**config.mk**
```make
export PLATFORM = sky130hd
export DESIGN_NAME = lisa_qspi_arb
export DESIGN_NICKNAME = d
export VERILOG_FILES = /design/src/rtl/lisa_qspi_arb.sv
export SDC_FILE = /design/constraint.sdc
export NUM_CORES = 1
export LEC_CHECK = 0
export ABC_CLOCK_PERIOD_IN_PS = 3000
export BUFFER_PORTS_ARGS = -buffer_cell sky130_fd_sc_hd__buf_4
export CORE_MARGIN = 2
export CORE_UTILIZATION = 48
export CTS_CLUSTER_SIZE = 20
export DETAILED_ROUTE_END_ITERATION = 10
export PLACE_DENSITY = 0.82
export SYNTH_ARGS = -nofsm -noshare
export SYNTH_HDL_FRONTEND = slang
export SYNTH_SLANG_ARGS = --single-unit
```
**constraint.sdc**
```tcl
create_clock -name clk -period 3 [get_ports clk]
set_input_delay 0.6 -clock clk [delete_from_list [all_inputs] [get_ports clk]]
set_output_delay 0.6 -clock clk [all_outputs]
set_load 0.005 [all_outputs]
```
**src/rtl/lisa_qspi_arb.sv**
```systemverilog
// Three-port arbiter/sequencer for the LISA QSPI controller (inst/data/debug).
// Optional inst ageing: define LISA_QSPI_ARB_AGE_EN.
module lisa_qspi_arb #(
   parameter int INST_BURST = 4,
   parameter int AGE_LIMIT  = 4
) (
   input  logic        clk,
   input  logic        rst_n,
   input  logic        i_req,
   input  logic [24:0] i_addr,
   output logic        i_ack,
   output logic        i_rvalid,
   output logic        i_done,
   input  logic        d_req,
   input  logic [24:0] d_addr,
   input  logic [15:0] d_wdata,
   input  logic [1:0]  d_wstrb,
   output logic        d_ack,
   output logic        d_rvalid,
   output logic        d_done,
   input  logic        g_req,
   input  logic [24:0] g_addr,
   input  logic [15:0] g_wdata,
   input  logic [1:0]  g_wstrb,
   input  logic [3:0]  g_len,
   output logic        g_ack,
   output logic        g_rvalid,
   output logic        g_done,
   output logic [15:0] rdata,
   output logic        m_valid,
   output logic [23:0] m_addr,
   output logic [15:0] m_wdata,
   output logic [1:0]  m_wstrb,
   output logic [3:0]  m_xfer_len,
   output logic [1:0]  m_ce_ctrl,
   input  logic        m_ready,
   input  logic        m_xfer_done,
   input  logic [15:0] m_rdata
);

   typedef enum logic [1:0] {
      IDLE,
      BUSY,
      DRAIN
   } state_t;

   typedef enum logic [1:0] {
      GNT_NONE,
      GNT_I,
      GNT_D,
      GNT_G
   } gnt_t;

   state_t      state;
   gnt_t        gnt;
   gnt_t        win;
   logic        rdy_q;
   logic [3:0]  cnt;
   logic        inst_first;
   logic        grant_fire;
   logic        rise;
   logic        last_word;
   logic [24:0] win_addr;
   logic [15:0] win_wdata;
   logic [1:0]  win_wstrb;
   logic [3:0]  win_len;
   logic [3:0]  g_len_eff;

`ifdef LISA_QSPI_ARB_AGE_EN
   logic [3:0] age;

   // Counts non-inst grants issued while inst is left waiting.
   always_ff @(posedge clk or negedge rst_n) begin
      if (!rst_n) begin
         age <= 4'd0;
      end else if (!i_req) begin
         age <= 4'd0;
      end else if (grant_fire) begin
         if (win == GNT_I) begin
            age <= 4'd0;
         end else if (age != 4'hF) begin
            age <= age + 4'd1;
         end
      end
   end

   assign inst_first = i_req && (age >= 4'(AGE_LIMIT));
`else
   logic unused_age;

   assign unused_age = (AGE_LIMIT > 15);
   assign inst_first = 1'b0;
`endif

   // Debug writes are single-word; a zero length still moves one word.
   assign g_len_eff = ((g_wstrb != 2'b00) || (g_len == 4'd0))
                      ? 4'd1 : g_len;

   always_comb begin
      win = GNT_NONE;
      if (g_req) begin
         win = GNT_G;
      end else if (inst_first) begin
         win = GNT_I;
      end else if (d_req) begin
         win = GNT_D;
      end else if (i_req) begin
         win = GNT_I;
      end
   end

   always_comb begin
      win_addr  = i_addr;
      win_wdata = 16'h0000;
      win_wstrb = 2'b00;
      win_len   = 4'(INST_BURST);
      case (win)
         GNT_D: begin
            win_addr  = d_addr;
            win_wdata = d_wdata;
            win_wstrb = d_wstrb;
            win_len   = 4'd1;
         end
         GNT_G: begin
            win_addr  = g_addr;
            win_wdata = g_wdata;
            win_wstrb = g_wstrb;
            win_len   = g_len_eff;
         end
         default: ;
      endcase
   end

   assign grant_fire = (state == IDLE) && !m_ready && (win != GNT_NONE);
   assign rise       = m_ready && !rdy_q;
   assign last_word  = (cnt == (m_xfer_len - 4'd1)) || m_xfer_done;

   always_ff @(posedge clk or negedge rst_n) begin
      if (!rst_n) begin
         state      <= IDLE;
         gnt        <= GNT_NONE;
         rdy_q      <= 1'b0;
         cnt        <= 4'd0;
         i_ack      <= 1'b0;
         i_rvalid   <= 1'b0;
         i_done     <= 1'b0;
         d_ack      <= 1'b0;
         d_rvalid   <= 1'b0;
         d_done     <= 1'b0;
         g_ack      <= 1'b0;
         g_rvalid   <= 1'b0;
         g_done     <= 1'b0;
         rdata      <= 16'h0000;
         m_valid    <= 1'b0;
         m_addr     <= 24'h000000;
         m_wdata    <= 16'h0000;
         m_wstrb    <= 2'b00;
         m_xfer_len <= 4'd0;
         m_ce_ctrl  <= 2'b00;
      end else begin
         rdy_q    <= m_ready;
         i_ack    <= 1'b0;
         d_ack    <= 1'b0;
         g_ack    <= 1'b0;
         i_rvalid <= 1'b0;
         d_rvalid <= 1'b0;
         g_rvalid <= 1'b0;
         i_done   <= 1'b0;
         d_done   <= 1'b0;
         g_done   <= 1'b0;
         case (state)
            IDLE: begin
               if (grant_fire) begin
                  gnt        <= win;
                  cnt        <= 4'd0;
                  m_valid    <= 1'b1;
                  m_addr     <= win_addr[23:0];
                  m_wdata    <= win_wdata;
                  m_wstrb    <= win_wstrb;
                  m_xfer_len <= win_len;
                  m_ce_ctrl  <= win_addr[24] ? 2'b10 : 2'b01;
                  i_ack      <= (win == GNT_I);
                  d_ack      <= (win == GNT_D);
                  g_ack      <= (win == GNT_G);
                  state      <= BUSY;
               end
            end
            BUSY: begin
               if (rise) begin
                  rdata    <= m_rdata;
                  cnt      <= cnt + 4'd1;
                  i_rvalid <= (gnt == GNT_I);
                  d_rvalid <= (gnt == GNT_D);
                  g_rvalid <= (gnt == GNT_G);
                  if (last_word) begin
                     i_done  <= (gnt == GNT_I);
                     d_done  <= (gnt == GNT_D);
                     g_done  <= (gnt == GNT_G);
                     m_valid <= 1'b0;
                     state   <= DRAIN;
                  end
               end
            end
            DRAIN: begin
               // Controller must clear ready before the next valid.
               if (!m_ready) begin
                  gnt   <= GNT_NONE;
                  state <= IDLE;
               end
            end
            default: state <= IDLE;
         endcase
      end
   end

endmodule

```
==> results.cfg <==
[placed_design]
port_buffers = 211
gp_congestion = 0.794
place_area_sq_um = 5590
dp_hpwl_mm = 8.40

[power_and_ir_drop]
p_leak_nw = 2.86
p_total_mw = 4.57
peakVddDrop_v = 0.000430
pwr_density_cell_nw_per_um2 = 787

[worst_setup_path]
cp_max_fo = 20
reg2reg_depth = 3
reg2reg_to = m_wdata[15]$_DFFE_PN0P_
cp_top_family = compound AO/OA/AOI/OAI gates
worst_setup_path_startpoint = state[0]$_DFFE_PN0P_
critPathKind = reg2reg
endpoint = m_wdata[15]$_DFFE_PN0P_
path_depth = 3
critPathBufInv = 0
start_kind = flip-flop
required_ns = 3.23
worstSetupEndpointType = flip-flop
critPathMaxStageDelay_ns = 0.54
cp.arrival_ns = 2.24
cpMaxStageDelayCell = o21ai_1
cp_cell_sequence = nor3_1 -> o21ai_1 -> o21ai_0
rrSetupSlack_ns = 0.99
r2r_start = state[0]$_DFFE_PN0P_

[global_route]
grt_pass1_vias = 3598
grt-ovfl-total = 0
grt_max_degree = 49
grt_pass1_wl_mm = 17.0
antenna_found_initial = 0
grtUsageTotal_pct = 24.6

[clock_tree]
cts_tree = built
clk-insertion-delay-late_ns = 0.34
path_clk_slew_ns = 0.09
cts-resized-gates = 0
cts_max_level = 3
cts_buffers = 9
cts.path.max_buffers = 2
ctsHoldBuffers = 0
postCtsSetupRepairBufs = 0
cts_sinks = 83
cts-root-buf = clkbuf_8

[layout]
areaGrowthSynthToFinish_pct = 46.2
layout-drive-gt1-share_pct = 47.7
n_antenna_cell = 0
layout.cell_area.non_filler_sq_um = 5810
final_nets = 712

[synth]
yosysTopAreaCell = dfrtp_1
synth_edf_count = 0
yosysMostFrequentCell = dfrtp_1
synth_common_cells = dfrtp_1 (83), nand2_1 (48), o21ai_0 (35)
synth_nets = 509
ys.flop_type = dfrtp_1
syn_inst = 369
ys_warn_count = 0
synthArstFlopShare_pct = 100
synth_top_cell_area_share_pct = 52.3
synth.area.top_cells = dfrtp_1 (52%), mux2_2 (5.1%), nand2_1 (4.5%)
synth_cell_types = 45
seq_area_frac_synth_pct = 52.3
avgSynthCellArea_sq_um = 10.8
ys_seq_elements = 83
synth_area_sq_um = 3970

[min_path]
hold_path_class = in2async

[timing]
rsz0062_at_grt = false
min_period_ns = 2.01
post-route-period-util_pct = 67.1
setup_viol = 0
hold_violations = 0
fmax_mhz = 497
setup-tns-final_ns = 0
slew_viol_final = 0
finalClockSkew_ns = 0.0132
max_slew_margin_pct = 15.4
tightest_slew_ns = 1.26

[job]
maxCapViolCount = 0

[die]
die_h_microns = 95.0
die_w_microns = 95.0
rows = 33
start_util_pct = 48.8
core_sq_um = 8130
io_pins = 212
fp.dieArea_sq_um = 9020

[run_status]
run_status = complete, no violations

[detailed_routing]
drt_first_iter_violations = 133
drc = 0
vias = 3630
drt-wirelength-per-cell_microns = 16.2
drt-vias-per-instance = 5.32
first_pass_iters = 4
antenna_left = 0
wl_mm = 11.1
[worst min-delay path by stage]
| stage | end | from | cells past startpoint | slack, ns |
|---|---|---|---|---|
| 2_1_floorplan | cnt[0]$_DFFE_PN0P_ | rst_n | 0 | 0.30 |
| 3_3_place_gp | m_addr[8]$_DFFE_PN0P_ | m_addr[8]$_DFFE_PN0P_ | 2 | 0.46 |
| 3_5_place_dp | m_addr[4]$_DFFE_PN0P_ | m_addr[4]$_DFFE_PN0P_ | 2 | 0.47 |
| 4_1_cts | rdata[12]$_DFFE_PN0P_ | rst_n | 1 | 0.28 |
| 5_1_grt | rdata[13]$_DFFE_PN0P_ | rst_n | 1 | 0.30 |
| 6_report | rdata[13]$_DFFE_PN0P_ | rst_n | 1 | 0.26 |
[registers in the layout, indices dropped and copies added, names as in the netlist]
name        count
g_rvalid        1
d_ack           1
g_ack           1
m_valid         1
m_wstrb         2
rdy_q           1
d_done          1
m_ce_ctrl       2
i_done          1
cnt             4
gnt             2
state           2
d_rvalid        1
m_xfer_len      4
i_ack           1
i_rvalid        1
m_addr         24
m_wdata        16
g_done          1
rdata          16
[layout by cell type, fill, tap and decap left out, types with 2 or more instances in the layout]
cell	instances
o22ai_1	2
ha_1	2
buf_4	217
o21ai_0	34
nor3_1	6
nor3b_1	2
nor2b_1	2
mux2_2	18
nand2b_1	19
clkbuf_8	9
nand2_1	48
mux2i_1	9
nor2_1	22
xor2_1	4
nand3_1	3
and3_1	2
inv_6	2
o21ai_1	3
clkbuf_1	2
bufinv_16	2
a22oi_1	18
dfrtp_1	83
a22o_1	5
inv_1	6
o221ai_2	9
o21ai_2	9
xnor2_1	2
o221ai_1	7
nor2_4	2
a21oi_1	11
[logic make-up (layout without fill, tap and decap cells)]
family          Yosys count  in the layout  synth area share [%]
simple gates            115            115                  14.5
compound gates          104            104                  19.1
flops                    83             83                  52.3
buf+inv                  31            239                  4.22
mux                      27             27                  7.37
xor+xnor                  7              7                  1.89
fa+ha+maj                 2              2                 0.630
[final cells by class]
cell class / instances / area (sq um)
Clock buffer: 11 / 131
Clock inverter: 5 / 85.1
Fill cell: 612 / 2330
Inverter: 6 / 22.5
Multi-Input combinational cell: 255 / 1730
Sequential cell: 83 / 2080
Tap cell: 105 / 131
Timing Repair Buffer: 217 / 1630
[power by group]
part | total (mW) | switching, mW | internal [mW]
logic | 1.81 | 0.775 | 1.03
registers | 1.89 | 0.317 | 1.57
clock network | 0.878 | 0.402 | 0.476
[per-layer routing]
| layer | share of wire (%) | global-route usage (%) | vias up |
|---|---|---|---|
| met5 | 0 | 0 | - |
| met4 | 2.5 | 10.9 | 0 |
| met3 | 6.5 | 4.79 | 20 |
| met2 | 52 | 41.7 | 168 |
| met1 | 39 | 30.6 | 1721 |
| li1 | - | - | 1721 |
[per-stage QoR]
| step | utilization (%) | hold slack, ns | worst slack (ns) | cells |
|---|---|---|---|---|
| 6_report | 71.4 | 0.257 | 0.988 | 682 |
| 5_1_grt | 71.4 | 0.297 | 0.723 | 682 |
| 4_1_cts | 71.4 | 0.276 | 0.942 | 682 |
| 3_5_place_dp | 68.7 | 0.470 | 0.615 | 666 |
| 3_3_place_gp | 68.7 | 0.463 | 0.813 | 666 |
| 2_1_floorplan | - | 0.304 | 1.37 | 369 |
Note: power is estimated with default switching activity, not from simulation.
